### config.mk
export PLATFORM = sky130hd
export DESIGN_NAME = c2hdl_mem_arbiter
export DESIGN_NICKNAME = d
export VERILOG_FILES = /design/src/rtl/c2hdl_bus_pkg.sv /design/src/rtl/c2hdl_rr_pick.sv /design/src/rtl/c2hdl_mem_arbiter.sv
export SDC_FILE = /design/constraint.sdc
export NUM_CORES = 1
export LEC_CHECK = 0
export CAP_MARGIN = 20
export CORE_MARGIN = 2
export CORE_UTILIZATION = 39
export DETAILED_ROUTE_END_ITERATION = 8
export GPL_ROUTABILITY_DRIVEN = 0
export HOLD_SLACK_MARGIN = 0.02
export PLACE_DENSITY = 0.89
export SKIP_CTS_REPAIR_TIMING = 1
export SYNTH_ARGS = -nofsm -noshare
export SYNTH_HDL_FRONTEND = slang
export SYNTH_SLANG_ARGS = --single-unit
export TNS_END_PERCENT = 20
### constraint.sdc
create_clock -name clk -period 2.3 [get_ports clk]
set_input_delay 0.23 -clock clk [delete_from_list [all_inputs] [get_ports clk]]
set_output_delay 0.23 -clock clk [all_outputs]
set_load 0.02 [all_outputs]
### src/rtl/c2hdl_bus_pkg.sv
// -----------------------------------------------------------------------------
// c2hdl_bus_pkg : shared size codes and arbiter state encoding
// Rev 1.0
// -----------------------------------------------------------------------------
`default_nettype none

package c2hdl_bus_pkg;

  localparam logic [2:0] SZ_BYTE = 3'd0;
  localparam logic [2:0] SZ_HALF = 3'd1;
  localparam logic [2:0] SZ_WORD = 3'd2;

  typedef enum logic [1:0] {
    ARB  = 2'd0,
    BUSY = 2'd1,
    RESP = 2'd2
  } arb_state_e;

endpackage

`default_nettype wire

### src/rtl/c2hdl_rr_pick.sv
// -----------------------------------------------------------------------------
// c2hdl_rr_pick : combinational round-robin picker, searches upward from last+1
// Rev 1.0
// -----------------------------------------------------------------------------
`default_nettype none

module c2hdl_rr_pick
  import c2hdl_bus_pkg::*;
#(
  parameter int NREQ = 2,
  parameter int IW   = (NREQ > 1) ? $clog2(NREQ) : 1
) (
  input  logic [NREQ-1:0] req,
  input  logic [IW-1:0]   last,
  output logic [NREQ-1:0] gnt,
  output logic [IW-1:0]   idx
);

  logic found;
  int   j;

  always_comb begin
    gnt   = '0;
    idx   = '0;
    found = 1'b0;
    j     = 0;
    for (int k = 1; k <= NREQ; k++) begin
      j = int'(last) + k;
      if (j >= NREQ) j = j - NREQ;
      if (!found && req[j]) begin
        found  = 1'b1;
        gnt[j] = 1'b1;
        idx    = IW'(j);
      end
    end
  end

endmodule

`default_nettype wire

### src/rtl/c2hdl_mem_arbiter.sv
// -----------------------------------------------------------------------------
// c2hdl_mem_arbiter : round-robin sharing of one RAM port between NREQ cores.
// Optional C2HDL_ARB_LOCK_EN adds m_lock to regrant the same core back-to-back.
// Rev 1.0
// -----------------------------------------------------------------------------
`default_nettype none

module c2hdl_mem_arbiter
  import c2hdl_bus_pkg::*;
#(
  parameter int NREQ = 2,
  parameter int AW   = 32,
  parameter int DW   = 32
) (
  input  logic              clk,
  input  logic              rstb,
  input  logic [NREQ*AW-1:0] m_addr,
  input  logic [NREQ*3-1:0] m_size,
  input  logic [NREQ-1:0]   m_valid,
  input  logic [NREQ-1:0]   m_write,
  input  logic [NREQ*DW-1:0] m_wdata,
`ifdef C2HDL_ARB_LOCK_EN
  input  logic [NREQ-1:0]   m_lock,
`endif
  output logic [DW-1:0]     m_rdata,
  output logic [NREQ-1:0]   m_ready,
  output logic [AW-1:0]     s_addr,
  output logic [2:0]        s_size,
  output logic              s_valid,
  output logic              s_write,
  output logic [DW-1:0]     s_wdata,
  input  logic [DW-1:0]     s_rdata,
  input  logic              s_ready,
  output logic [NREQ-1:0]   grant,
  output logic              busy
);

  localparam int IW = (NREQ > 1) ? $clog2(NREQ) : 1;

  arb_state_e      state_q, state_d;
  logic [NREQ-1:0] grant_q, grant_d;
  logic [IW-1:0]   last_q, last_d;
  logic [NREQ-1:0] m_ready_q, m_ready_d;
  logic [DW-1:0]   m_rdata_q, m_rdata_d;
  logic [AW-1:0]   s_addr_q, s_addr_d;
  logic [2:0]      s_size_q, s_size_d;
  logic            s_valid_q, s_valid_d;
  logic            s_write_q, s_write_d;
  logic [DW-1:0]   s_wdata_q, s_wdata_d;

  logic [NREQ-1:0] pick_gnt, sel_gnt;
  logic [IW-1:0]   pick_idx, sel_idx;

  c2hdl_rr_pick #(.NREQ(NREQ), .IW(IW)) u_pick (
    .req  (m_valid),
    .last (last_q),
    .gnt  (pick_gnt),
    .idx  (pick_idx)
  );

`ifdef C2HDL_ARB_LOCK_EN
  logic lock_q, lock_d;
`endif

  always_comb begin
    state_d   = state_q;
    grant_d   = grant_q;
    last_d    = last_q;
    m_ready_d = m_ready_q;
    m_rdata_d = m_rdata_q;
    s_addr_d  = s_addr_q;
    s_size_d  = s_size_q;
    s_valid_d = s_valid_q;
    s_write_d = s_write_q;
    s_wdata_d = s_wdata_q;
    sel_gnt   = pick_gnt;
    sel_idx   = pick_idx;
`ifdef C2HDL_ARB_LOCK_EN
    lock_d    = lock_q;
    // last_q still names the previous owner, so a lock just re-selects it
    if (lock_q && m_valid[last_q]) begin
      sel_gnt          = '0;
      sel_gnt[last_q]  = 1'b1;
      sel_idx          = last_q;
    end
`endif

    case (state_q)
      ARB: begin
`ifdef C2HDL_ARB_LOCK_EN
        lock_d = 1'b0;
`endif
        if (|m_valid) begin
          grant_d   = sel_gnt;
          last_d    = sel_idx;
          s_addr_d  = m_addr[sel_idx*AW +: AW];
          s_size_d  = m_size[sel_idx*3 +: 3];
          s_write_d = m_write[sel_idx];
          s_wdata_d = m_wdata[sel_idx*DW +: DW];
          s_valid_d = 1'b1;
          state_d   = BUSY;
        end
      end
      BUSY: begin
        if (s_ready) begin
          s_valid_d = 1'b0;
          m_rdata_d = s_rdata;
          m_ready_d = grant_q;
          state_d   = RESP;
        end
      end
      RESP: begin
        // RAM may still hold s_ready high here; it is deliberately not looked at
        m_ready_d = '0;
        grant_d   = '0;
        state_d   = ARB;
`ifdef C2HDL_ARB_LOCK_EN
        lock_d    = m_lock[last_q];
`endif
      end
      default: state_d = ARB;
    endcase
  end

  always_ff @(posedge clk or negedge rstb) begin
    if (!rstb) begin
      state_q   <= ARB;
      grant_q   <= '0;
      last_q    <= IW'(NREQ - 1);
      m_ready_q <= '0;
      m_rdata_q <= '0;
      s_addr_q  <= '0;
      s_size_q  <= '0;
      s_valid_q <= 1'b0;
      s_write_q <= 1'b0;
      s_wdata_q <= '0;
`ifdef C2HDL_ARB_LOCK_EN
      lock_q    <= 1'b0;
`endif
    end else begin
      state_q   <= state_d;
      grant_q   <= grant_d;
      last_q    <= last_d;
      m_ready_q <= m_ready_d;
      m_rdata_q <= m_rdata_d;
      s_addr_q  <= s_addr_d;
      s_size_q  <= s_size_d;
      s_valid_q <= s_valid_d;
      s_write_q <= s_write_d;
      s_wdata_q <= s_wdata_d;
`ifdef C2HDL_ARB_LOCK_EN
      lock_q    <= lock_d;
`endif
    end
  end

  assign m_rdata = m_rdata_q;
  assign m_ready = m_ready_q;
  assign s_addr  = s_addr_q;
  assign s_size  = s_size_q;
  assign s_valid = s_valid_q;
  assign s_write = s_write_q;
  assign s_wdata = s_wdata_q;
  assign grant   = grant_q;
  assign busy    = (state_q != ARB);

endmodule

`default_nettype wire

==> summary.md <==
| Metric | Value |
|---|---|
| Run status | `finished, final reports clean` |
| Hold Fails Final Rpt | `0` |
| Clock Latency Late Sink | `0.34 ns` |
| WL final | `14,130 um` |
| Number of DRC markers in iteration 0 | `100` |
| Tmin final | `2.146 ns` |
| Power Dens Cells | `1285 nW/um2` |
| Diode count | `0` |
| Critical path, cell by cell | `nor2_1 > inv_1 > clkdlybuf4s50_1` |
| Switching share of total power | `35.57%` |
| GRT Total Usage | `20.72%` |
| Drt first pass iters | `4` |
| I/O pins | `279` |
| CTS tree | `built` |
| XOR/XNOR Fraction of Synth Area | `0%` |
| Complex-gate fraction of the synthesized area | `1.841%` |
| Static Leak | `3.365 nW` |
| FF-to-FF path depth | `4` |
| Syn Nets | `498` |
| Multi-input combinational cell area | `2081 um2` |
| FILL cells | `896` |
| Post-synth top area share | `54.73%` |
| Sw Pwr | `3.750 mW` |
| Slew Limit Fails | `0` |
| Syn_area_per_cell | `15.05 um2` |
| Clock skew | `0.01055 ns` |
| Post-Syn Instances | `325` |
| Comb pwr share | `53.5%` |
| Worst vdd ir | `0.0008443 V` |
| Synthesized area | `4892 um2` |
| Initial Util | `40.39%` |
| Vias per cell | `4.823` |
| I/O Buffers | `278` |
| Num Clock Sinks | `108` |
| Vias post-DR | `3,752` |
| Die W | `116 um` |
| Reg2Reg Setup Slack | `0.46 ns` |
| Row count | `40` |
| Post-placement cell area | `7915 um2` |
| Die area | `13,460 um2` |
| Vias in the first global route | `4,078` |
| Flops & latches, synth | `108` |
| Global-route wire length before repair | `21,220 um` |
| Synth Flop Type | `dfrtp_1` |
| Adder-cell share of the synthesized area | `0%` |
| Crit path required time | `2.07 ns` |
| Seq/Total Area, Yosys | `55.27%` |
| CORE AREA | `12,110 um2` |
| Internal Pwr Total | `6.791 mW` |
| Top cell family by delay on the critical path | `buffers and inverters` |
| CP max stage delay | `0.58 ns` |
| Largest family of logic cells by synthesized area | `multiplexers` |
| Post-synthesis simple-gate area fraction | `0.9719%` |
| FF-to-FF End | `s_addr[26]` |
| Drt wl/cell | `18.16 um` |
| Biggest area consumer among synthesized cells | `dfrtp_1` |
| Peak Freq | `466.0 MHz` |
| Clock share of power | `13.9%` |
| Final setup fails | `0` |
| Max cap viols | `0` |
| Critical path class | `reg -> out` |
| CP max stage cell | `clkdlybuf4s50_1` |
| H-tree depth | `3` |
| Post-synthesis mux area share | `39.36%` |
| TritonCTS Buffers | `9` |
| Post-route ant nets | `0` |
| Sequential Area | `2704 um2` |
| CP Buf/Inv Count | `2` |
| Hold crit path type | `in -> async` |
| Number of enable flip-flop cells after synthesis | `0` |
| Clock slew at reported path FFs | `0.07 ns` |
| CP Launch Type | `register` |
| Crit path DAT | `1.92 ns` |
| Largest net degree at the start of global routing | `71` |
| Clock root cell | `clkbuf_16` |
| Sequential cell fraction of total power | `32.6%` |
| Setup TNS | `0 ns` |
| Crit Path Max Fanout | `10` |
| Finished layout cell area | `8207 um2` |
| Asr flop ratio synth | `100.0%` |
| Post-layout nets | `778` |
| Worst setup EP type | `output port` |
| Chip height | `116 um` |
| Cell variety after synth | `20` |
| Clk buf depth | `2` |
| RSZ-0062 raised after global routing | `false` |
| Final worst-path cycle share | `93.31%` |
| Total gr overflow | `0` |
| Slew @ Worst Pin | `0.4948 ns` |
| Layout area overhead | `67.75%` |
| DRC Markers | `0` |
| Share of cells above drive strength 1 | `32.13%` |
| Synthesis Warnings | `0` |
| Detailed placement HPWL | `10,830 um` |
| Area contributors post-synth | `dfrtp_1 (55%), mux2_2 (37%), mux2_4 (2.8%)` |
| Worst relative slew slack | `67.01%` |
| Antenna violations before repair | `0` |
==> cell families after synthesis <==
group / after synthesis
AOI/OAI and AO/OA: 14
buffers and inverters: 24
DFF: 108
muxes: 168
and+or+nand+nor: 11
==> flip-flops by register name (all words and copies together) (netlist names), named ones only <==
register  cells
m_ready       2
state_q       2
m_rdata      32
s_addr       32
s_size        3
s_wdata      32
s_write       1
grant         2
s_valid       1
==> layer usage <==
layer  vias up  global-route usage [%]  part of all wire [%]
li1       1724                       -                     -
met1      1835                   21.89                    36
met2       170                   38.05                    53
met3        23                   7.008                   9.3
met4         0                   7.937                   2.2
met5         -                       0                     0
==> metrics by stage <==
step | utilization, % | hold WS, ns | worst slack [ns] | total power [mW] | instances
6_report | 67.76 | 0.3900 | 0.1539 | 10.54 | 778
2_1_floorplan | - | -0.06559 | 0.5961 | 6.347 | 325
3_5_place_dp | 65.35 | 0.2322 | 0.2900 | 9.142 | 761
3_3_place_gp | 65.35 | 0.2173 | 0.3428 | 8.944 | 761
5_1_grt | 67.76 | 0.4429 | 0.04548 | 11.08 | 778
4_1_cts | 67.68 | -0.1384 | 0.1506 | 10.65 | 777
==> Yosys cell counts (2+ instances only) <==
cell	count
a21oi_1	2
a22o_1	2
buf_2	16
buf_6	2
clkbuf_1	2
dfrtp_1	107
inv_1	4
mux2_2	159
mux2_4	9
nand2_1	7
nor2_1	2
o21ai_0	5
==> worst reg2reg max path, cell delays in order, from the launching register on <==
cell     delay (ns)
dfstp_2        0.58
a21bo_4        0.27
buf_12         0.24
mux2_2         0.36
mux2_2         0.27
==> placed cells by master, fill, tap and decap left out, drive strengths merged, types with 2 or more instances in the layout <==
cell type and n:
buf 11, clkinv 2, inv 4, nor2 2, o21ai 6, dfrtp 107
clkbuf 13, nand2 7, clkdlybuf4s50 277, mux2 168, a21oi 2, a22o 2
==> area by class of cell <==
type                    count  area share (%)
clock inverters             3          0.2592
inverters                   4          0.1830
multi-input cells         193           25.35
clock buffers              13           3.171
flip-flops and latches    108           32.95
well taps                 168           2.561
repair buffers            289           35.52
==> power groups by stage <==
stage	clock network [mW]	logic [mW]	registers, mW
floorplan	0	1.80	4.54
finish	1.46	5.64	3.44
global route	1.60	5.93	3.55
global placement	0	5.56	3.38
detailed placement	0	5.67	3.47
CTS	1.51	5.70	3.44
==> worst max-delay path by stage <==
stage,from,endpoint,cells past startpoint,slack [ns]
after global routing,state_q[1],busy,3,0.05
after global placement,m_valid[0],s_addr[16],5,0.34
after floorplan,register,s_wdata[14],6,0.60
after detailed placement,m_valid[0],s_addr[26],5,0.29
after CTS,state_q[1],busy,3,0.15
final,state_q[1],busy,3,0.15
Note: power is estimated with default switching activity, not from simulation.
